[config.mk]
export PLATFORM = sky130hd
export DESIGN_NAME = argmax_unit_flat
export DESIGN_NICKNAME = d
export VERILOG_FILES = /design/src/rtl/argmax_if.sv /design/src/rtl/argmax_unit.sv /design/src/flat_wrapper.sv
export SDC_FILE = /design/constraint.sdc
export NUM_CORES = 1
export LEC_CHECK = 0
export BUFFER_PORTS_ARGS = -buffer_cell sky130_fd_sc_hd__buf_2
export CORE_MARGIN = 2
export CORE_UTILIZATION = 61
export CTS_CLUSTER_DIAMETER = 30
export DETAILED_ROUTE_END_ITERATION = 7
export PLACE_DENSITY_LB_ADDON = 0.12
export SYNTH_ARGS = -nofsm -noshare
export SYNTH_HDL_FRONTEND = slang
export SYNTH_SLANG_ARGS = --single-unit
[constraint.sdc]
create_clock -name clk -period 6.7 [get_ports clk]
set_input_delay 0.67 -clock clk [delete_from_list [all_inputs] [get_ports clk]]
set_output_delay 0.67 -clock clk [all_outputs]
set_load 0.1 [all_outputs]
[src/rtl/argmax_if.sv]
// argmax_if: logit stream and result bundle for argmax_unit.
//   start          frame start / restart request
//   in_valid       in_data carries a logit this cycle
//   in_data        signed logit; beat k of a frame is class k
//   in_ready       unit accepts a beat this cycle
//   busy           unit is collecting a frame
//   done           one-cycle pulse when a new result is committed
//   argmax_output  index of the largest logit (NUM_CLASSES = no result yet)
//   max_value      logit value at argmax_output
// The master modport is the logit producer; the slave modport is the argmax unit.
interface argmax_if #(
    parameter int DATA_W = 32,
    parameter int IDX_W  = 4
);
    logic                     start;
    logic                     in_valid;
    logic signed [DATA_W-1:0] in_data;
    logic                     in_ready;
    logic                     busy;
    logic                     done;
    logic [IDX_W-1:0]         argmax_output;
    logic signed [DATA_W-1:0] max_value;

    modport master (
        output start, in_valid, in_data,
        input  in_ready, busy, done, argmax_output, max_value
    );

    modport slave (
        input  start, in_valid, in_data,
        output in_ready, busy, done, argmax_output, max_value
    );
endinterface

[src/rtl/argmax_unit.sv]
// argmax_unit: final classification stage. Collects NUM_CLASSES signed logits
// from a valid/ready stream (beat k = class k), tracks the running maximum and
// commits the winning index and value once the last beat is accepted.
// The committed result is held until the next commit; before any commit the
// index reads NUM_CLASSES, which the display decoder renders as blank.
// Ports:
//   clk    rising-edge system clock
//   reset  asynchronous, active-high reset
//   bus    argmax_if.slave: start/in_valid/in_data in; in_ready/busy/done/
//          argmax_output/max_value out
module argmax_unit #(
    parameter int NUM_CLASSES = 10,
    parameter int DATA_W      = 32,
    parameter int IDX_W       = 4
) (
    input  logic     clk,
    input  logic     reset,
    argmax_if.slave  bus
);
    localparam int               CNT_W     = $clog2(NUM_CLASSES);
    localparam logic [CNT_W-1:0] LAST_CNT  = CNT_W'(NUM_CLASSES - 1);
    localparam logic [IDX_W-1:0] NO_RESULT = IDX_W'(NUM_CLASSES);

    typedef enum logic [1:0] {
        S_IDLE,
        S_COLLECT,
        S_DONE
    } state_t;

    state_t                   state;
    logic [CNT_W-1:0]         count;
    logic signed [DATA_W-1:0] best_val;
    logic [IDX_W-1:0]         best_idx;
    logic                     in_ready_r;
    logic                     busy_r;
    logic                     done_r;
    logic [IDX_W-1:0]         argmax_r;
    logic signed [DATA_W-1:0] max_r;

    logic                     accept;
    logic                     take_beat;
    logic signed [DATA_W-1:0] next_val;
    logic [IDX_W-1:0]         next_idx;

    // in_ready_r is high exactly while collecting, so it doubles as the
    // "in COLLECT" qualifier for the handshake.
    assign accept    = in_ready_r && bus.in_valid;

    // The first beat of a frame always seeds the running best; later beats
    // replace it only when strictly larger, so ties keep the lower index.
    assign take_beat = (count == '0) || (bus.in_data > best_val);
    assign next_val  = take_beat ? bus.in_data : best_val;
    assign next_idx  = take_beat ? IDX_W'(count) : best_idx;

    always_ff @(posedge clk or posedge reset) begin
        if (reset) begin
            state      <= S_IDLE;
            count      <= '0;
            best_val   <= '0;
            best_idx   <= '0;
            in_ready_r <= 1'b0;
            busy_r     <= 1'b0;
            done_r     <= 1'b0;
            argmax_r   <= NO_RESULT;
            max_r      <= '0;
        end else begin
            done_r <= 1'b0;
            case (state)
                S_IDLE: begin
                    if (bus.start) begin
                        state      <= S_COLLECT;
                        count      <= '0;
                        in_ready_r <= 1'b1;
                        busy_r     <= 1'b1;
                    end
                end
                S_COLLECT: begin
                    if (bus.start) begin
                        // Restart wins over a coincident beat; that beat is dropped.
                        count <= '0;
                    end else if (accept) begin
                        best_val <= next_val;
                        best_idx <= next_idx;
                        if (count == LAST_CNT) begin
                            // The final beat's compare feeds the outputs directly.
                            argmax_r   <= next_idx;
                            max_r      <= next_val;
                            state      <= S_DONE;
                            count      <= '0;
                            in_ready_r <= 1'b0;
                            busy_r     <= 1'b0;
                            done_r     <= 1'b1;
                        end else begin
                            count <= count + CNT_W'(1);
                        end
                    end
                end
                S_DONE: begin
                    state <= S_IDLE;
                end
                default: begin
                    state <= S_IDLE;
                end
            endcase
        end
    end

    assign bus.in_ready      = in_ready_r;
    assign bus.busy          = busy_r;
    assign bus.done          = done_r;
    assign bus.argmax_output = argmax_r;
    assign bus.max_value     = max_r;

endmodule
[src/flat_wrapper.sv]
// flat-port wrapper written by rule: the top's interface ports become plain ports
module argmax_unit_flat 
#(
    parameter int NUM_CLASSES = 10,
    parameter int DATA_W      = 32,
    parameter int IDX_W       = 4
)
  (clk, reset, bus_start, bus_in_valid, bus_in_data, bus_in_ready, bus_busy, bus_done, bus_argmax_output, bus_max_value);
  argmax_if #(.DATA_W(DATA_W), .IDX_W(IDX_W)) bus_i ();
  input  logic clk;
  input  logic reset;
  input wire logic [$bits(bus_i.start)-1:0] bus_start;
  input wire logic [$bits(bus_i.in_valid)-1:0] bus_in_valid;
  input wire logic [$bits(bus_i.in_data)-1:0] bus_in_data;
  output wire logic [$bits(bus_i.in_ready)-1:0] bus_in_ready;
  output wire logic [$bits(bus_i.busy)-1:0] bus_busy;
  output wire logic [$bits(bus_i.done)-1:0] bus_done;
  output wire logic [$bits(bus_i.argmax_output)-1:0] bus_argmax_output;
  output wire logic [$bits(bus_i.max_value)-1:0] bus_max_value;
  assign bus_i.start = bus_start;
  assign bus_i.in_valid = bus_in_valid;
  assign bus_i.in_data = bus_in_data;
  assign bus_in_ready = bus_i.in_ready;
  assign bus_busy = bus_i.busy;
  assign bus_done = bus_i.done;
  assign bus_argmax_output = bus_i.argmax_output;
  assign bus_max_value = bus_i.max_value;
  argmax_unit #(.NUM_CLASSES(NUM_CLASSES), .DATA_W(DATA_W), .IDX_W(IDX_W)) u_core (.clk(clk), .reset(reset), .bus(bus_i));
endmodule
---- Word-level counts from Yosys, hierarchy flattened ----
Cells that the tools add are included.
cells by class
  add/subtract/negate cells ............... 1
  order comparisons ....................... 1
  eq/ne operators ......................... 7
  multiplexer cells ....................... 21
  bitwise gates (word level) .............. 1
  reductions and logical operators ........ 10
operators by type and width
  kind                                            number
  > comparator 32 bit                             1
  2-to-1 mux 32 bit                               1
  2-to-1 mux 4 bit                                5
  2-to-1 mux 1 bit                                8
  2-to-1 mux 2 bit                                4
  case mux 4 bit (2 select lines)                 1
  AND reduction 4 bit                             2
  AND reduction 3 bit                             2
  AND reduction 5 bit                             1
  adder 4 x 1 -> 4 bit (second input constant)    1
  == test 4 bit (second input constant)           1
  logical NOT 4 bit                               1
  != test 2 x 1 -> 1 bit (second input constant)  2
  != test 2 bit (second input constant)           2
  case mux 2 bit (2 select lines)                 1
  != test 3 x 2 -> 1 bit (second input constant)  1
  == test 2 x 1 -> 1 bit (second input constant)  1
  logical NOT 2 bit                               1
  case mux 1 bit (2 select lines)                 1
  nonzero test 2 bit                              1
  logical AND 1 bit                               1
  logical OR 1 bit                                1
  inverter 1 bit                                  1
word-level totals
  flip-flop bits (word level) ............. 80
  input port bits ......................... 36
  output and inout port bits .............. 39
  word-level logic and storage cells ...... 49

---- Logic depth before layout (Yosys ltp) ----
  depth after elaboration ................. 5
  depth in mapped cells ................... 10
  depth with buffers taken out ............ 9

---- Least setup slack after synthesis ----
Ideal clock, no wire load.
  path kind ............................... input-to-reg
  start point ............................. in bus_in_data[14]
  end point ............................... reg u_core.best_val[10]
  library setup time ...................... 0.125 ns
  data arrival time ....................... 2.755 ns
  required time ........................... 6.575 ns
  setup slack ............................. 3.820 ns
  stages on the path ...................... 9
  buffers on the path ..................... 1
  cell sequence ........................... ha_1 a21oi_1 nand2_1 a221o_1 or3_4 a32oi_4 a21oi_4 buf_6 mux2_4
between the ends
  cells in the longest elaborated chain, start to end .. 3
ends and longest elaborated chain
  what                  line                RTL
  from (decl)           flat_wrapper.sv:14  input wire logic [$bits(bus_i.in_data)-1:0] bus_in_data;
  > comparator 32 bit   argmax_unit.sv:51   assign take_beat = (count == '0) || (bus.in_data > best_val);
  logical OR 1 bit      argmax_unit.sv:51
  2-to-1 mux 32 bit     argmax_unit.sv:52   assign next_val = take_beat ? bus.in_data : best_val;
  to (signal assigned)  argmax_unit.sv:82   best_val <= next_val;
  to (decl)             argmax_unit.sv:32   logic signed [DATA_W-1:0] best_val;
No other way between the ends.
A chain may end at the register's enable or synchronous reset.

---- Final worst setup path ----
  start point ............................. in bus_in_data[27]
  end point ............................... reg u_core.best_val[24]
Same word-level chain as after synthesis.

==> results_dict.tcl <==
set metrics [dict create \
    min_period_ps 3360 \
    diodes 0 \
    worstSetupEndpointType "flip-flop" \
    holdPathStages 2 \
    core_area_mm2 0.00683 \
    initial_core_util_pct 63.3 \
    slew_violations 0 \
    reg2reg_to "u_core.best_val[24]$_DFFE_PP0P_" \
    clk_pin_slew_ps 80 \
    grt_use_total_pct 24.0 \
    synthFlopType "dfrtp_1" \
    final_core_util_pct 72.1 \
    syn_inst 370 \
    synth_cell_type_count 38 \
    max_slew.worst_pin.slew_ps 1000 \
    h-tree-depth 3 \
    netlist_area_mm2 0.00433 \
    maxCapViolCount 0 \
    hold_class "flip-flop to flip-flop" \
    switching_share_pct 32.3 \
    gp_congestion 0.772 \
    grt_pass1_wl_mm 14.4 \
    internal_power_mw 0.848 \
    first_global_vias 3018 \
    synth_top_area_cell "dfrtp_1" \
    antenna_found_initial 0 \
    clk_latency_ps 360 \
    p_sw_mw 0.405 \
    num_io_pins 75 \
    pwr-share-seq_pct 47.7 \
    whs_endpoint "u_core.bus.argmax_output[3]$_DFFE_PP1P_" \
    die_w_um 88.2 \
    ys_ff_latch 80 \
    num_vias 3088 \
    yosys_warnings 0 \
    ctsRootBufferMaster "clkbuf_8" \
    reg2reg_from "u_core.best_val[27]$_DFFE_PP0P_" \
    clock_skew_ps 14.8 \
    routed_wl_mm 8.67 \
    r2r_slack_ps 3350 \
    outcome "completed" \
    num_rows 30 \
    max_freq_ghz 0.297 \
    first_pass_iters 4 \
    grt_max_degree 81 \
    port_buffers 74 \
    critPathKind "input port to flip-flop" \
    cp_data_arrival_time_ps 3600 \
    postCtsSetupRepairBufs 0 \
    p_leak_nw 2.57 \
    clk_path_buf_depth 2 \
    yosysMostFrequentCell "dfrtp_1" \
    ctsResizeCount 0 \
    synth_commonest_cells "dfrtp_1 (78), inv_1 (41), a221o_1 (35), ha_1 (35), and2_1 (34)" \
    drc_errors 0 \
    critPathRequiredTime_ps 6940 \
    total_power_mw 1.25 \
    reg2reg_depth 9 \
    postSynthAreaPerCell_um2 11.7 \
    postRouteAntennaNets 0 \
    synth_edf_count 0 \
    power.share.combinational_pct 26.2 \
    startpoint_type "input port" \
    setup_viol 0 \
    netlist.area_leader.share_pct 45.1 \
    drt_iter0_markers 154 \
    hold_viol 0 \
    cp_max_fo 24 \
    cts_made_buffers 9 \
    clkSinkCount 80 \
    synth_seq_area_share_pct 46.3 \
    synthTopCellsByArea "dfrtp_1 (45%), ha_1 (10%), mux2_4 (9.7%)" \
    clkPwrFrac_pct 26.1 \
    vias_per_cell 5.66 \
    slew_headroom_pct 33.4 \
    cts_tree "done" \
    min_period_over_period_pct 50.2 \
    syn-num-nets 441 \
    grt-ovfl-total 0 \
    min-delay-start "u_core.bus.argmax_output[3]$_DFFE_PP1P_" \
    die_area_mm2 0.00778 \
    layout.nets 516 \
    synthArstFlopShare_pct 100 \
    rsz0062_at_grt "false" \
    drive_gt1_share_pct 30.9 \
    powerDensity_mw_per_mm2 255 \
    routedWlPerCell_um 15.9 \
    die_h_um 88.2 \
    finalSetupTns_ps 0 \
    ir_drop_uv 129 \
    postCtsHoldBufs 0 \
    dp_hpwl_mm 5.98 \
    syn_to_final_growth_pct 13.8 \
]
[state kept, by name, summed over array words and instances, names as in the netlist]
name and cells:
u_core.best_idx 4, u_core.bus.in_ready 1, u_core.best_val 32, u_core.state 2
u_core.count 4, u_core.bus.argmax_output 4, u_core.bus.done 1, u_core.bus.max_value 32
[metrics by stage]
stage	hold WS (ps)	setup slack (ps)	instance area, um^2	cells
2_1_floorplan	462	3820	4330	370
3_3_place_gp	494	3050	4740	530
3_5_place_dp	495	2950	4740	530
4_1_cts	512	3330	4920	546
5_1_grt	534	3150	4920	546
6_report	512	3340	4920	546
[worst max path at each step]
stage / startpoint / end / slack, ps / depth (start not counted)
final: bus_in_data[27] / u_core.best_val[24]$_DFFE_PP0P_ / 3340 / 9
after global routing: u_core.best_val[21]$_DFFE_PP0P_ / u_core.best_val[24]$_DFFE_PP0P_ / 3150 / 10
after CTS: bus_in_data[27] / u_core.best_val[24]$_DFFE_PP0P_ / 3330 / 9
after detailed placement: bus_in_data[27] / u_core.best_val[24]$_DFFE_PP0P_ / 2950 / 9
after global placement: bus_in_data[27] / u_core.best_val[23]$_DFFE_PP0P_ / 3050 / 9
after floorplan: bus_in_data[14] / u_core.best_val[10]$_DFFE_PP0P_ / 3820 / 9
[area by class of cell]
| class | count | area [um^2] |
|---|---|---|
| clock buffers | 9 | 124 |
| flip-flops and latches | 80 | 2000 |
| repair buffers | 78 | 400 |
| fillers | 523 | 1910 |
| well taps | 96 | 120 |
| multi-input cells | 235 | 2060 |
| inverters | 41 | 155 |
| clock inverters | 7 | 56.3 |
[routing by layer]
metal	share of wire, %	vias to the layer above	GRT usage, %
li1	-	1487	-
met1	48	1527	34.2
met2	47	66	37.5
met3	4.3	8	4.62
met4	1.1	0	7.58
met5	0	-	0
[cells by family (layout without fill, tap and decap cells)]
family,after synthesis,after routing,synth area share [%]
simple gates,84,84,10.6
xor+xnor,1,1,0.203
flops,80,80,46.3
fa+ha+maj,35,35,10.1
buf+inv,55,135,5.99
compound gates,81,81,15.5
mux,34,34,11.3
[power by group through the flow]
stage          combinational [mW]  sequential [mW]  clock (mW)
4_1_cts                     0.331            0.596       0.333
6_report                    0.328            0.597       0.327
3_5_place_dp                0.328            0.604           0
3_3_place_gp                0.313            0.602           0
5_1_grt                     0.373            0.606       0.353
2_1_floorplan               0.259            0.593           0
[worst max-delay path, cell delays in order]
cell and delay, ps:
buf_2 120, ha_1 310, nand4_1 200, o221a_2 280, o21ai_0 460, a32oi_4 140
a21oi_4 520, buf_4 490, mux2_2 390
[layout by cell type (no fill, tap or decap), types with 3 or more instances in the layout]
cell type / synthesis / routed
dfrtp_1: 78 / 78
buf_2: 3 / 74
inv_1: 41 / 40
a221o_1: 35 / 35
ha_1: 35 / 35
and2_1: 34 / 34
mux2_4: 28 / 28
a21oi_1: 20 / 20
nand2_1: 19 / 19
o21ai_0: 9 / 9
nor2_1: 9 / 9
clkbuf_8: 0 / 9
nand4_1: 8 / 8
mux2_2: 6 / 6
nand3_1: 5 / 5
clkinvlp_4: 0 / 4
buf_4: 1 / 4
a21o_1: 3 / 3
Power figures use the tool's default switching activity.
